[config.mk]
export PLATFORM = sky130hd
export DESIGN_NAME = lcd_rect_fill
export DESIGN_NICKNAME = d
export VERILOG_FILES = /design/src/rtl/lcd_rect_fill.sv
export SDC_FILE = /design/constraint.sdc
export NUM_CORES = 1
export LEC_CHECK = 0
export BUFFER_PORTS_ARGS = -buffer_cell sky130_fd_sc_hd__clkbuf_2
export CORE_ASPECT_RATIO = 0.8
export CORE_MARGIN = 2
export CORE_UTILIZATION = 56
export CTS_BUF_LIST = sky130_fd_sc_hd__clkbuf_16
export DETAILED_ROUTE_END_ITERATION = 10
export PLACE_DENSITY = 0.77
export SLEW_MARGIN = 20
export SYNTH_ARGS = -nofsm -noshare
export SYNTH_HDL_FRONTEND = slang
export SYNTH_SLANG_ARGS = --single-unit
[constraint.sdc]
create_clock -name sys_clk_50MHz -period 2.85 [get_ports sys_clk_50MHz]
set_clock_uncertainty 0.15 [all_clocks]
set_input_delay 0.1425 -clock sys_clk_50MHz [delete_from_list [all_inputs] [get_ports sys_clk_50MHz]]
set_output_delay 0.1425 -clock sys_clk_50MHz [all_outputs]
set_load 0.03 [all_outputs]
[src/rtl/lcd_rect_fill.sv]
// Rectangle fill sequencer: CASET/RASET/RAMWR command stream followed by N RGB565 pixels.
// Latency: first word registered the cycle after an accepted start; then one word per wr_done, no gaps.
// Backpressure: each word is held on data with en_write=1 until the writer returns wr_done.
//
// Ports:
//   sys_clk_50MHz, sys_rst      - rising-edge clock, async active-high reset
//   start, x0, x1, y0, y1, color - fill request (inclusive bounds, RGB565), latched on accept
//   wr_done                     - writer accepted the current word (ignored while en_write=0)
//   data[8:0], en_write         - {DC, byte} word to the writer and its valid
//   busy, done, err             - transfer active, completion pulse, rejected-request pulse
// Optional feature: define RECT_CLIP_EN to clip x1/y1 to the panel and reject off-panel x0/y0.
module lcd_rect_fill #(
  parameter int H_RES = 240,
  parameter int V_RES = 320
) (
  input  logic        sys_clk_50MHz,
  input  logic        sys_rst,
  input  logic        start,
  input  logic [8:0]  x0,
  input  logic [8:0]  x1,
  input  logic [8:0]  y0,
  input  logic [8:0]  y1,
  input  logic [15:0] color,
  input  logic        wr_done,
  output logic [8:0]  data,
  output logic        en_write,
  output logic        busy,
  output logic        done,
  output logic        err
);

  // The pixel counter is 17 bits; a panel larger than that could not be filled in one pass.
  if (H_RES * V_RES > 131072) begin : g_panel_too_large
    $error("lcd_rect_fill: H_RES*V_RES exceeds the 17-bit pixel counter");
  end

  localparam logic [8:0] CMD_CASET = 9'h02A;
  localparam logic [8:0] CMD_RASET = 9'h02B;
  localparam logic [8:0] CMD_RAMWR = 9'h02C;

  typedef enum logic [3:0] {
    IDLE, CASET, XPARAM, RASET, YPARAM, RAMWR, PIX_HI, PIX_LO, FINISH
  } state_t;

  state_t      state, state_nxt;
  logic [1:0]  pidx, pidx_nxt;
  logic [16:0] pix_cnt, pix_cnt_nxt;
  logic [16:0] n_last, n_last_d;
  logic [8:0]  x0_q, x1_q, y0_q, y1_q;
  logic [15:0] color_q;
  logic [8:0]  data_nxt;
  logic        en_nxt, busy_nxt, done_nxt, err_nxt;

  logic [8:0]  x1_eff, y1_eff;
  logic        off_panel, req_bad, accept, adv;
  logic [9:0]  w_pix, h_pix;
  logic [19:0] area;

  // Parameter bytes of CASET/RASET: start high, start low, end high, end low.
  function automatic logic [8:0] param_word(input logic [8:0] lo, input logic [8:0] hi,
                                            input logic [1:0] idx);
    case (idx)
      2'd0:    param_word = {1'b1, 7'd0, lo[8]};
      2'd1:    param_word = {1'b1, lo[7:0]};
      2'd2:    param_word = {1'b1, 7'd0, hi[8]};
      default: param_word = {1'b1, hi[7:0]};
    endcase
  endfunction

  // Request qualification straight from the inputs so the window can be latched on the start edge.
`ifdef RECT_CLIP_EN
  localparam logic [8:0] X_MAX = 9'(H_RES - 1);
  localparam logic [8:0] Y_MAX = 9'(V_RES - 1);
  localparam logic [9:0] H_LIM = 10'(H_RES);
  localparam logic [9:0] V_LIM = 10'(V_RES);
`endif

  always_comb begin
`ifdef RECT_CLIP_EN
    x1_eff    = (x1 > X_MAX) ? X_MAX : x1;
    y1_eff    = (y1 > Y_MAX) ? Y_MAX : y1;
    off_panel = ({1'b0, x0} >= H_LIM) || ({1'b0, y0} >= V_LIM);
`else
    x1_eff    = x1;
    y1_eff    = y1;
    off_panel = 1'b0;
`endif
    req_bad  = off_panel || (x0 > x1_eff) || (y0 > y1_eff);
    w_pix    = {1'b0, x1_eff} - {1'b0, x0} + 10'd1;
    h_pix    = {1'b0, y1_eff} - {1'b0, y0} + 10'd1;
    area     = {10'd0, w_pix} * {10'd0, h_pix};
    // Index of the final pixel; comparing against N-1 avoids a wider counter.
    n_last_d = 17'(area - 20'd1);
  end

  assign accept = (state == IDLE) && start && !req_bad;
  assign adv    = en_write && wr_done;

  always_comb begin
    state_nxt   = state;
    pidx_nxt    = pidx;
    pix_cnt_nxt = pix_cnt;
    en_nxt      = en_write;
    busy_nxt    = busy;
    done_nxt    = 1'b0;
    err_nxt     = 1'b0;
    data_nxt    = data;

    case (state)
      IDLE: begin
        if (start) begin
          if (req_bad) begin
            err_nxt = 1'b1;
          end else begin
            state_nxt   = CASET;
            pidx_nxt    = 2'd0;
            pix_cnt_nxt = 17'd0;
            en_nxt      = 1'b1;
            busy_nxt    = 1'b1;
          end
        end
      end
      CASET:  if (adv) begin state_nxt = XPARAM; pidx_nxt = 2'd0; end
      XPARAM: if (adv) begin
                if (pidx == 2'd3) state_nxt = RASET;
                else              pidx_nxt  = pidx + 2'd1;
              end
      RASET:  if (adv) begin state_nxt = YPARAM; pidx_nxt = 2'd0; end
      YPARAM: if (adv) begin
                if (pidx == 2'd3) state_nxt = RAMWR;
                else              pidx_nxt  = pidx + 2'd1;
              end
      RAMWR:  if (adv) state_nxt = PIX_HI;
      PIX_HI: if (adv) state_nxt = PIX_LO;
      PIX_LO: if (adv) begin
                if (pix_cnt == n_last) begin
                  state_nxt = FINISH;
                  en_nxt    = 1'b0;
                  busy_nxt  = 1'b0;
                  done_nxt  = 1'b1;
                end else begin
                  state_nxt   = PIX_HI;
                  pix_cnt_nxt = pix_cnt + 17'd1;
                end
              end
      // One-cycle tail so a start coincident with done is not taken.
      FINISH: state_nxt = IDLE;
      default: state_nxt = IDLE;
    endcase

    // Word for the state being entered; unchanged while stalled, so data only moves after wr_done.
    case (state_nxt)
      CASET:   data_nxt = CMD_CASET;
      XPARAM:  data_nxt = param_word(x0_q, x1_q, pidx_nxt);
      RASET:   data_nxt = CMD_RASET;
      YPARAM:  data_nxt = param_word(y0_q, y1_q, pidx_nxt);
      RAMWR:   data_nxt = CMD_RAMWR;
      PIX_HI:  data_nxt = {1'b1, color_q[15:8]};
      PIX_LO:  data_nxt = {1'b1, color_q[7:0]};
      default: data_nxt = data;
    endcase
  end

  always_ff @(posedge sys_clk_50MHz or posedge sys_rst) begin
    if (sys_rst) begin
      state    <= IDLE;
      pidx     <= 2'd0;
      pix_cnt  <= 17'd0;
      n_last   <= 17'd0;
      x0_q     <= 9'd0;
      x1_q     <= 9'd0;
      y0_q     <= 9'd0;
      y1_q     <= 9'd0;
      color_q  <= 16'd0;
      data     <= 9'h000;
      en_write <= 1'b0;
      busy     <= 1'b0;
      done     <= 1'b0;
      err      <= 1'b0;
    end else begin
      state    <= state_nxt;
      pidx     <= pidx_nxt;
      pix_cnt  <= pix_cnt_nxt;
      data     <= data_nxt;
      en_write <= en_nxt;
      busy     <= busy_nxt;
      done     <= done_nxt;
      err      <= err_nxt;
      if (accept) begin
        x0_q    <= x0;
        x1_q    <= x1_eff;
        y0_q    <= y0;
        y1_q    <= y1_eff;
        color_q <= color;
        n_last  <= n_last_d;
      end
    end
  end

endmodule
After elaboration in Yosys (flattened, before gate mapping)
Cells that the tools add are included.

Input bits: 56. Register bits after elaboration: 104. Output and inout bits: 13.

Order comparisons: 2. Reductions and logical operators: 13. Multiply operators: 1. Eq/ne operators: 23. Add/subtract/negate cells: 7. Multiplexer cells: 38.

Operator list (number): $mux 17 (4); $pmux 9 s7 (1); $mux 4 (12); $pmux 8 s3 (2); $pmux 17 s2 (1); $eq 4x3->1 const B (8); $pmux 4 s8 (1); $add 10x1->10 const B (2); $sub 9x9->10 (2); $gt 9x9->1 (2); $add 17x1->17 const B (1); $eq 17x17->1 (1); $mul 10x10->17 (1); $sub 17x1->17 const B (1); $eq 4x2->1 const B (4); $mux 1 (10); $mux 2 (5); $ne 2x2->1 const B (5); $reduce_and 5->1 (2); $eq 4x1->1 const B (2); $reduce_bool 7->1 (1); $pmux 2 s3 (1); $eq 2x2->1 const B (2); $logic_not 4->1 (1); other kinds (9) (12).

Depth between registers and ports, before layout
Depth in word-level cells: 8. Mapped depth: 30.

Worst setup path after synthesis
OpenSTA, ideal clock, no wires.

Path kind: in2reg. Start point: in y1[1]. End point: reg n_last[16]. Cell stages on the path: 26. Slack: -3.953 ns. Data required time: 2.576 ns. Data arrival time: 6.529 ns. Path through: inv_1 -> ha_1 -> inv_1 -> ha_1 -> fa_1 -> a311oi_1 -> or2_1 -> clkbuf_1 -> xnor2_1 -> nand2_1 -> fa_1 -> inv_1 -> fa_1 -> fa_1 -> fa_1 -> inv_1 -> fa_1 -> inv_1 -> ha_1 -> and3_1 -> a21oi_1 -> o211ai_1 -> a41o_1 -> and4_1 -> o32a_1 -> a211o_1.

Word-level cells in the longest chain between the ends: 4.

RTL lines: from (decl) (line 22) `input logic [8:0] y1,`; $sub 9x9->10 or $gt 9x9->1 (tied branches) (line 90, 88); $add 10x1->10 or $logic_or 1x1->1 (tied branches) (line 90, 88); $mul 10x10->17 or $logic_not 1->1 (tied branches) (line 91, 96); $sub 17x1->17 or $logic_and 1x1->1 (tied branches) (line 93, 96); to (signal assigned) (line 195) `n_last <= n_last_d;`; to (decl) (line 48) `logic [16:0] n_last, n_last_d;`.

Several ways; a longest one is shown, not always the timed one. A chain may end at the register's enable or synchronous reset.

Worst setup path after layout
Start point: in x1[1]. End point: reg n_last[16].

Word-level cells in the longest chain between the ends: 4.

RTL lines: from (decl) (line 20) `input logic [8:0] x1,`; $sub 9x9->10 or $gt 9x9->1 (tied branches) (line 89, 88); $add 10x1->10 or $logic_or 1x1->1 (tied branches) (line 89, 88); $mul 10x10->17 or $logic_not 1->1 (tied branches) (line 91, 96); $sub 17x1->17 or $logic_and 1x1->1 (tied branches) (line 93, 96).

Several ways; a longest one is shown, not always the timed one.

==> impl_results.md <==
- Crit Path Max Fanout: 5
- Number of global-route vias before repair: 9176
- Post-synth EDFFs: 0
- CP Launch Type: input pin
- I/O Pins: 69
- Total global-route track usage: 32.7%
- Setup Crit Path Kind: in2reg
- Antenna diodes: 0
- Min cycle time layout: 6.20 ns
- Total CTS buffers: 9
- Final setup viols: 23
- CTS sink count: 104
- Fin worst setup slack: -3.35 ns
- Buf/Inv on CP: 13
- Crit path depth: 30
- Clock root buffer: clkbuf_16
- Max cap viols: 0
- H-tree depth: 3
- Die area: 0.0183 sq mm
- Hold Crit Depth: 4
- CP Capture Type: register
- Final Slew Violations: 0
- Placer Congestion: 0.917
- Avg Cell Area, Syn: 8.71 sq um
- Starting Density: 57.7%
- CTS tree: done
- Post-layout util: 81.7%
- Synthesis-stage register bit count: 104
- Die span in y: 121 microns
- Largest net degree at the start of global routing: 105
- Period utilization: 218%
- Final nets: 1613
- Register area share after synthesis: 27.0%
- Endpoints failing hold: 2
- Failing checks: negative hold slack, negative setup slack
- RSZ-0062 raised after global routing: true
- Slew headroom: 46.3%
- Wire per inst: 21.0 microns
- IO buf count: 68
- Drt pass-1 iters: 6
- Cells after Synth: 1108
- Mapped Area: 0.00965 sq mm
- Area of the core: 0.0167 sq mm
- Die X: 151 microns
- Commonest non-fill, non-tap cells in the layout: buf_4 (197), nand2_1 (190), inv_1 (122)
- Min-Delay Path Class: in2reg
- Layout cell share with drive strength beyond 1: 35.2%
- Iteration-0 DRC Markers: 945
- Non-Filler Instances: 1619
- CP Data Arrival Time: 6.36 ns
- Vias per std cell: 6.05
- Residual DRC: 0
- Crit path required time: 3.01 ns
- Routed wire length: 34.0 mm
- Dominant synthesized flop cell: dfrtp_1
- Most common cell after layout, fill and taps aside: buf_4
- R2R depth: 8
- Mapped Nets: 1327
- Syn. warnings: 0
- Filler cell count: 892
- Worst-path clk slew: 0.09 ns
- Hold Slack: -0.00884 ns
- CP delay by family, top: adder cells
- First-pass GRT wire length: 46.1 mm
- Dpl cells: 1555
- Final ANT Viol Nets: 0
- Worst slew pin tran: 0.806 ns
- Distinct cells, synth: 70
- Initial antenna violation count: 0
- Synthesis-to-finish area growth: 41.6%
- # rows: 42
- Status: finished, violations left
- CTS Buffer Depth: 2
- Crit path largest cell delay: 0.51 ns
- Via count: 9798
- Setup TNS: -36.42 ns
- CP max-delay cell: fa_1
- Max Fclk: 161 MHz
- Global route overflow: 0
- Share of synthesized flip-flops with an asynchronous set or reset: 100%
- Worst-skew pair later-pin latency: 0.36 ns
- Most common cell on crit path: fa_1
- HPWL after detailed placement: 20.6 mm
synthesized netlist by cell type, types with 3 or more instances:
cell	instances	area (sq um)
nor2b_1	10	62.6
mux2i_1	17	170
xor2_1	19	166
mux2_2	3	33.8
a31oi_1	10	62.6
o221ai_1	4	35.0
a21oi_1	25	125
nand2_1	198	743
buf_2	5	25.0
o32a_1	3	30.0
and4_1	6	52.6
o21ai_0	43	215
nor3_1	14	70.1
nor2_1	42	158
a211o_1	6	52.6
nand4_1	5	31.3
o31ai_1	4	30.0
clkbuf_1	34	128
fa_1	72	1440
nand2b_1	10	62.6
nor4_1	3	18.8
o21ai_1	39	195
nor4b_1	5	43.8
a221o_1	3	30.0
a222oi_1	3	30.0
and3_1	16	100
xnor2_1	32	280
o22a_1	3	26.3
a21o_1	12	90.1
inv_1	152	571
dfrtp_1	104	2600
nand3_1	21	105
or3_1	3	18.8
a211oi_1	11	82.6
ha_1	91	1140
and2_1	38	238
state kept, by name, indices dropped and copies added (netlist names):
register	count
y1_q	9
n_last	17
err	1
done	1
y0_q	9
data	9
pidx	2
pix_cnt	17
color_q	16
busy	1
state	4
x0_q	9
x1_q	9
repair_timing:
| item | in CTS | in global routing |
|---|---|---|
| gates resized for setup | 74 | 95 |
| pin swaps | 67 | 70 |
| buffers inserted | 8 | 16 |
| hold buffers | 27 | 0 |
| hold endpoints to repair | 130 | 0 |
| endpoints found under the setup margin | 22 | 23 |
final cells by class:
class | count | area [sq um] | area share, %
Timing Repair Buffer | 316 | 2490 | 18.3
Tap cell | 220 | 275 | 2.02
Clock buffer | 9 | 225 | 1.65
Multi-Input combinational cell | 810 | 7360 | 53.9
Sequential cell | 104 | 2600 | 19.1
Inverter | 153 | 608 | 4.45
Clock inverter | 7 | 95.1 | 0.696
logic make-up (layout without fill, tap and decap cells):
kind of cell	after synthesis	in the layout	synth area share, %
AOI/OAI and AO/OA	190	190	12.7
DFF	104	104	27.0
xor gates and xnor gates	51	51	4.63
adders and majority gates	164	164	26.8
and+or+nand+nor	385	385	19.0
muxes	20	20	2.11
buffers and inverters	194	485	7.75
final timing paths:
path	slack (ns)	endpoint	startpoint
max in group asynchronous	1.78	y1_q[4]	sys_rst
max	-3.35	n_last[16]	x1[1]
min	-0.009	x1_q[5]	x1[5]
min reg2reg	0.33	color_q[8]	color_q[8]
min in group asynchronous	0.32	pix_cnt[6]	sys_rst
max reg2reg	0.01	data[4]	state[0]
metal layers:
| layer | GRT usage (%) | vias up | wire length (microns) |
|---|---|---|---|
| met5 | 0 | - | 0 |
| met4 | 13.1 | 0 | 2230 |
| met2 | 54.8 | 619 | 16600 |
| li1 | - | 4230 | - |
| met3 | 4.77 | 201 | 2730 |
| met1 | 42.8 | 4748 | 12400 |
worst min-delay path, cell delays in order:
cell and delay, ns:
clkbuf_2 0.09, inv_1 0.07, buf_4 0.11, o21ai_1 0.06
per-stage QoR:
stage	setup WS, ns	hold slack, ns	cell area [sq um]
3_3_place_gp	-3.72	0.181	12100
2_1_floorplan	-3.22	0.105	10100
3_5_place_dp	-3.95	0.183	12100
6_report	-3.35	-0.00884	13700
5_1_grt	-3.52	0.0121	13700
4_1_cts	-3.19	0.000620	13100
Power is not shown: default switching activity piles up to over one toggle a cycle in this logic, so the estimate is an artifact.
